File: src/rtl/flash_conv_ctrl_if.sv
// Port bundle between the flash ADC conversion sequencer and its surroundings:
// comparator-side controls, the start request and the valid/ready result port.
interface flash_conv_ctrl_if;
    logic        start;
    logic [14:0] Y;
    logic        az;
    logic        latch;
    logic        busy;
    logic [3:0]  dout;
    logic        dout_err;
    logic        dout_valid;
    logic        dout_ready;

    modport master (
        output start, Y, dout_ready,
        input  az, latch, busy, dout, dout_err, dout_valid
    );

    modport slave (
        input  start, Y, dout_ready,
        output az, latch, busy, dout, dout_err, dout_valid
    );
endinterface

File: src/rtl/flash_conv_ctrl.sv
// Conversion sequencer for the 4-bit flash ADC: auto-zero, settle, latch, capture,
// bubble-correct, encode and optionally average before handing off the result.

module flash_conv_cell (
    input  logic hi,
    input  logic mid,
    input  logic lo,
    output logic c,
    output logic bub
);
    assign c   = (hi & mid) | (hi & lo) | (mid & lo);
    // A one directly below a zero breaks the thermometer shape.
    assign bub = mid & ~hi;
endmodule

module flash_conv_ctrl #(
    parameter int AZ_CYC     = 4,
    parameter int SETTLE_CYC = 2,
    parameter int AVG_LOG2   = 0
) (
    input  logic              clk,
    input  logic              rst,
    flash_conv_ctrl_if.slave  bus
);
    localparam int NBITS = 15;
    localparam int AW    = 4 + AVG_LOG2;
    localparam int CW    = 8;
    localparam int SW    = 5;

    typedef enum logic [2:0] {
        S_IDLE,
        S_AZERO,
        S_SETTLE,
        S_LATCH,
        S_CAPT,
        S_ACC,
        S_DONE
    } state_t;

    state_t           state_q, state_d;
    logic [CW-1:0]    cyc_q, cyc_d;
    logic [SW-1:0]    smp_q, smp_d;
    logic [AW-1:0]    acc_q, acc_d;
    logic [NBITS-1:0] y_q, y_d;
    logic [3:0]       dout_q, dout_d;
    logic             err_q, err_d;
    logic             az_q, az_d;
    logic             latch_q, latch_d;
    logic             busy_q, busy_d;
    logic             vld_q, vld_d;

    // Virtual Y[15]=1 above and Y[-1]=0 below the captured word.
    logic [NBITS+1:0] y_ext;
    logic [NBITS-1:0] corr;
    logic [NBITS-1:0] bub;
    logic [3:0]       code;
    logic             samp_err;
    logic [AW-1:0]    acc_sum;

    assign y_ext = {1'b1, y_q, 1'b0};

    generate
        for (genvar i = 0; i < NBITS; i++) begin : g_cell
            flash_conv_cell u_cell (
                .hi  (y_ext[i+2]),
                .mid (y_ext[i+1]),
                .lo  (y_ext[i]),
                .c   (corr[i]),
                .bub (bub[i])
            );
        end
    endgenerate

    always_comb begin
        code = '0;
        for (int i = 0; i < NBITS; i++) begin
            code = code + 4'(corr[i]);
        end
    end

    assign samp_err = |bub;
    assign acc_sum  = acc_q + AW'(code);

    always_comb begin
        state_d = state_q;
        cyc_d   = cyc_q;
        smp_d   = smp_q;
        acc_d   = acc_q;
        y_d     = y_q;
        dout_d  = dout_q;
        err_d   = err_q;
        case (state_q)
            S_IDLE: begin
                if (bus.start) begin
                    state_d = S_AZERO;
                    cyc_d   = '0;
                    smp_d   = '0;
                    acc_d   = '0;
                    err_d   = 1'b0;
                end
            end
            S_AZERO: begin
                if (cyc_q == CW'(AZ_CYC - 1)) begin
                    state_d = S_SETTLE;
                    cyc_d   = '0;
                end else begin
                    cyc_d = cyc_q + 1'b1;
                end
            end
            S_SETTLE: begin
                if (cyc_q == CW'(SETTLE_CYC - 1)) begin
                    state_d = S_LATCH;
                    cyc_d   = '0;
                end else begin
                    cyc_d = cyc_q + 1'b1;
                end
            end
            S_LATCH: state_d = S_CAPT;
            // Comparator outputs are valid the cycle after the strobe.
            S_CAPT: begin
                y_d     = bus.Y;
                state_d = S_ACC;
            end
            S_ACC: begin
                acc_d = acc_sum;
                err_d = err_q | samp_err;
                if (smp_q < SW'((1 << AVG_LOG2) - 1)) begin
                    smp_d   = smp_q + 1'b1;
                    cyc_d   = '0;
                    state_d = S_AZERO;
                end else begin
                    dout_d  = acc_sum[AVG_LOG2 +: 4];
                    state_d = S_DONE;
                end
            end
            S_DONE: begin
                if (vld_q && bus.dout_ready) state_d = S_IDLE;
            end
            default: state_d = S_IDLE;
        endcase
    end

    // Outputs are registered images of the state being entered.
    always_comb begin
        az_d    = (state_d == S_AZERO);
        latch_d = (state_d == S_LATCH);
        busy_d  = (state_d != S_IDLE);
        vld_d   = (state_d == S_DONE);
    end

    always_ff @(posedge clk or negedge rst) begin
        if (!rst) begin
            state_q <= S_IDLE;
            cyc_q   <= '0;
            smp_q   <= '0;
            acc_q   <= '0;
            y_q     <= '0;
            dout_q  <= '0;
            err_q   <= 1'b0;
            az_q    <= 1'b0;
            latch_q <= 1'b0;
            busy_q  <= 1'b0;
            vld_q   <= 1'b0;
        end else begin
            state_q <= state_d;
            cyc_q   <= cyc_d;
            smp_q   <= smp_d;
            acc_q   <= acc_d;
            y_q     <= y_d;
            dout_q  <= dout_d;
            err_q   <= err_d;
            az_q    <= az_d;
            latch_q <= latch_d;
            busy_q  <= busy_d;
            vld_q   <= vld_d;
        end
    end

    assign bus.az         = az_q;
    assign bus.latch      = latch_q;
    assign bus.busy       = busy_q;
    assign bus.dout       = dout_q;
    assign bus.dout_err   = err_q;
    assign bus.dout_valid = vld_q;
endmodule

File: src/flat_wrapper.sv
// flat-port wrapper written by rule: the top's interface ports become plain ports
module flash_conv_ctrl_flat 
#(
    parameter int AZ_CYC     = 4,
    parameter int SETTLE_CYC = 2,
    parameter int AVG_LOG2   = 0
)
  (clk, rst, bus_start, bus_Y, bus_dout_ready, bus_az, bus_latch, bus_busy, bus_dout, bus_dout_err, bus_dout_valid);
  flash_conv_ctrl_if bus_i ();
  input  logic clk;
  input  logic rst;
  input wire logic [$bits(bus_i.start)-1:0] bus_start;
  input wire logic [$bits(bus_i.Y)-1:0] bus_Y;
  input wire logic [$bits(bus_i.dout_ready)-1:0] bus_dout_ready;
  output wire logic [$bits(bus_i.az)-1:0] bus_az;
  output wire logic [$bits(bus_i.latch)-1:0] bus_latch;
  output wire logic [$bits(bus_i.busy)-1:0] bus_busy;
  output wire logic [$bits(bus_i.dout)-1:0] bus_dout;
  output wire logic [$bits(bus_i.dout_err)-1:0] bus_dout_err;
  output wire logic [$bits(bus_i.dout_valid)-1:0] bus_dout_valid;
  assign bus_i.start = bus_start;
  assign bus_i.Y = bus_Y;
  assign bus_i.dout_ready = bus_dout_ready;
  assign bus_az = bus_i.az;
  assign bus_latch = bus_i.latch;
  assign bus_busy = bus_i.busy;
  assign bus_dout = bus_i.dout;
  assign bus_dout_err = bus_i.dout_err;
  assign bus_dout_valid = bus_i.dout_valid;
  flash_conv_ctrl #(.AZ_CYC(AZ_CYC), .SETTLE_CYC(SETTLE_CYC), .AVG_LOG2(AVG_LOG2)) u_core (.clk(clk), .rst(rst), .bus(bus_i));
endmodule
File: config.mk
export PLATFORM = sky130hd
export DESIGN_NAME = flash_conv_ctrl_flat
export DESIGN_NICKNAME = d
export VERILOG_FILES = /design/src/rtl/flash_conv_ctrl_if.sv /design/src/rtl/flash_conv_ctrl.sv /design/src/flat_wrapper.sv
export SDC_FILE = /design/constraint.sdc
export NUM_CORES = 1
export LEC_CHECK = 0
export CAP_MARGIN = 10
export CORE_UTILIZATION = 55
export DETAILED_ROUTE_END_ITERATION = 16
export GPL_TIMING_DRIVEN = 0
export HOLD_SLACK_MARGIN = 0.12
export PLACE_DENSITY = 0.88
export SLEW_MARGIN = 0
export SYNTH_ARGS = -nofsm -noshare
export SYNTH_HDL_FRONTEND = slang
export SYNTH_SLANG_ARGS = --single-unit
File: constraint.sdc
create_clock -name clk -period 10.3 [get_ports clk]
set_clock_uncertainty 0.1 [all_clocks]
set_input_delay 1.545 -clock clk [delete_from_list [all_inputs] [get_ports clk]]
set_output_delay 1.545 -clock clk [all_outputs]
set_load 0.02 [all_outputs]
==> impl_results.md <==
* Status: completed
* DP HPWL at 3.37 mm
* Drt wl/cell at 14.1 um
* Grt total ovfl at 0
* Final Hold Vio Count at 0
* CP startpoint kind: register
* Global-route wire length before repair at 7.91 mm
* Met1 Routed Length at 1.99 mm
* P&R area growth vs syn at 18.2%
* Net Count, Synth at 273
* IO Count at 28
* Max Clk Rate at 225 MHz
* Met2 wire length at 2.25 mm
* Post-synthesis mux area share at 8.07%
* Critical path class: reg -> reg
* Nets at 307
* CTS tree: built
* Worst-margin pin slew at 0.924 ns
* Worst Path Max Fanout at 7
* H-Tree Depth at 2
* Main combinational cell family by area after synthesis: compound AO/OA/AOI/OAI gates
* Simple-gate share of the synthesized area at 12.8%
* IO buf count at 27
* # setup viols final at 0
* Yosys top cell area share at 41.2%
* Cts hold-fix bufs at 0
* Total GRT Usage at 23.7%
* Post-route cell area at 2800 um^2
* Max cap viols at 0
* Compound-gate portion of the synthesized area at 15.2%
* Clk Latency, worst-skew pair at 0.30 ns
* Sink Count at 39
* Post-CTS Setup Bufs at 0
* Die area at 4580 um^2
* #FFs+latches synth at 39
* Num CTS Buffers at 5
* Async SR Flop Fraction at 100%
* Final WL at 4.51 mm
* Sequential element share of the synthesized area at 41.2%
* Fraction of synthesized cell area in xor and xnor cells at 3.32%
* Die Width at 67.7 um
* Setup TNS at 0 ns
* Crit. End Element: register
* Setup ws final at 5.86 ns
* Die Span Y at 67.7 um
* Antenna cells at 0
* Placer congestion estimate at 0.825
* Starting Density at 58.4%
* Place WS at 5.87 ns
* Drt pass-1 iters at 4
* Dpl cell area at 2700 um^2
* Commonest non-fill, non-tap cells in the layout: dfrtp_1 (39), clkdlybuf4s50_1 (26), nand2_1 (25)
* Vias at 1829
* HP Class: reg -> reg
* Clk root buf: clkbuf_8
* # rows at 23
* Dominant register cell in the synthesized netlist: dfrtp_1
* Slew Viols, Final at 0
* Most area-consuming cells after synthesis: dfrtp_1 (41%), fa_1 (8.4%), mux2_2 (7.6%)
* Relative slew slack at 37.9%
* Post-Syn Instances at 235
* Drt drc at 0
* Share of layout cells above drive strength 1 at 13.7%
* Synth cell types at 45
* Number of global-route vias before repair at 1803
* Vias per Instance at 5.72
* Reg clk slew, reported paths at 0.08 ns
* Unrepaired setup endpoints after global routing: false
* Yosys Warn Count at 0
* Tcrit/Tclk final at 43.1%
* Tmin final at 4.44 ns
* Initial antenna violation count at 0
* Post-synth EDFFs at 0
* Arrival time at the worst endpoint at 4.52 ns
* Largest net degree at the start of global routing at 40
* Post-Syn Area at 2370 um^2
* DR top layer: met4
* Synth Area in Adders at 14.5%
* Worst EP required at 10.38 ns
* Synth area leader: dfrtp_1
* Core area at 4060 um^2
* Detail Route Antenna Nets at 0
* Commonest non-fill, non-tap cell in the layout: dfrtp_1
* Resized cells post-CTS at 0
* Syn Area/Cell at 10.1 um^2
* Detailed Route Iter0 Violations at 80
* Met3 wire len at 162 um
* Clk buf depth at 2
## worst paths after layout
check | start | to | slack (ns) | cells past startpoint
min in group asynchronous | rst | u_core.cyc_q[7] | 1.26 | 1
max in group asynchronous | rst | u_core.y_q[1] | 8.29 | 1
worst min-delay path | u_core.bus.dout[3] | u_core.bus.dout[3] | 0.39 | 2
worst min register to register | u_core.bus.dout[3] | u_core.bus.dout[3] | 0.39 | 2
worst max-delay path | u_core.y_q[9] | u_core.bus.dout[1] | 5.86 | 10
worst max register to register | u_core.y_q[9] | u_core.bus.dout[1] | 5.86 | 10
## cell usage after synthesis (all sizes together) (2+ instances only)
cell type  instances
o21bai             2
nand3              2
inv               18
o21ai             16
dfrtp             39
buf                6
nor3               3
a21oi             17
mux2              17
a311oi             2
and2               4
nor2              18
or3                2
or2                2
a21o               2
o22ai              2
o31ai              3
clkbuf             2
xnor2              6
maj3               3
nor4               4
fa                10
o21a               5
nand2             25
ha                 9
xor2               3
## logic make-up (layout without fill, tap and decap cells)
kind of cell / Yosys count / in the layout
multiplexers: 17 / 17
adder cells (fa/ha/maj): 22 / 22
AO/OA/AOI/OAI: 58 / 58
buffers and inverters: 26 / 61
AND/OR/NAND/NOR: 64 / 64
flip-flops: 39 / 39
XOR/XNOR: 9 / 9
## flip-flops by register name (all words and copies together), names as in the netlist
signal and count:
u_core.bus.dout_err 1, u_core.y_q 15, u_core.cyc_q 8, u_core.bus.az 1, u_core.acc_q 4, u_core.bus.latch 1
u_core.bus.busy 1, u_core.bus.dout_valid 1, u_core.bus.dout 4, u_core.state_q 3
## critical path, cell delays in order, from the launching register on
cell	delay, ns
dfrtp_1	0.45
maj3_1	0.40
fa_1	0.57
fa_1	0.45
fa_1	0.55
inv_1	0.06
fa_1	0.51
fa_1	0.45
inv_1	0.09
fa_1	0.43
mux2_2	0.28
## layer usage
metal / GRT usage [%] / up-vias
met1: 27.3 / 891
met2: 41.3 / 45
met3: 5.57 / 11
li1: - / 882
met5: 0 / -
met4: 10.6 / 0
## per-stage QoR
step / hold WS, ns / utilization (%) / instances
2_1_floorplan: 0.390 / - / 235
3_3_place_gp: 0.363 / 66.6 / 312
3_5_place_dp: 0.370 / 66.5 / 312
4_1_cts: 0.387 / 69.1 / 320
5_1_grt: 0.434 / 69.1 / 320
6_report: 0.388 / 69.1 / 320
## cell type report
class,count,area (um^2)
well taps,50,62.6
clock inverters,1,7.51
plain buffers,8,51.3
flip-flops and latches,39,976
multi-input cells,170,1280
fillers,319,1250
inverters,18,67.6
repair buffers,27,265
clock buffers,7,96.3
Power is not shown: default switching activity piles up to over one toggle a cycle in this logic, so the estimate is an artifact.
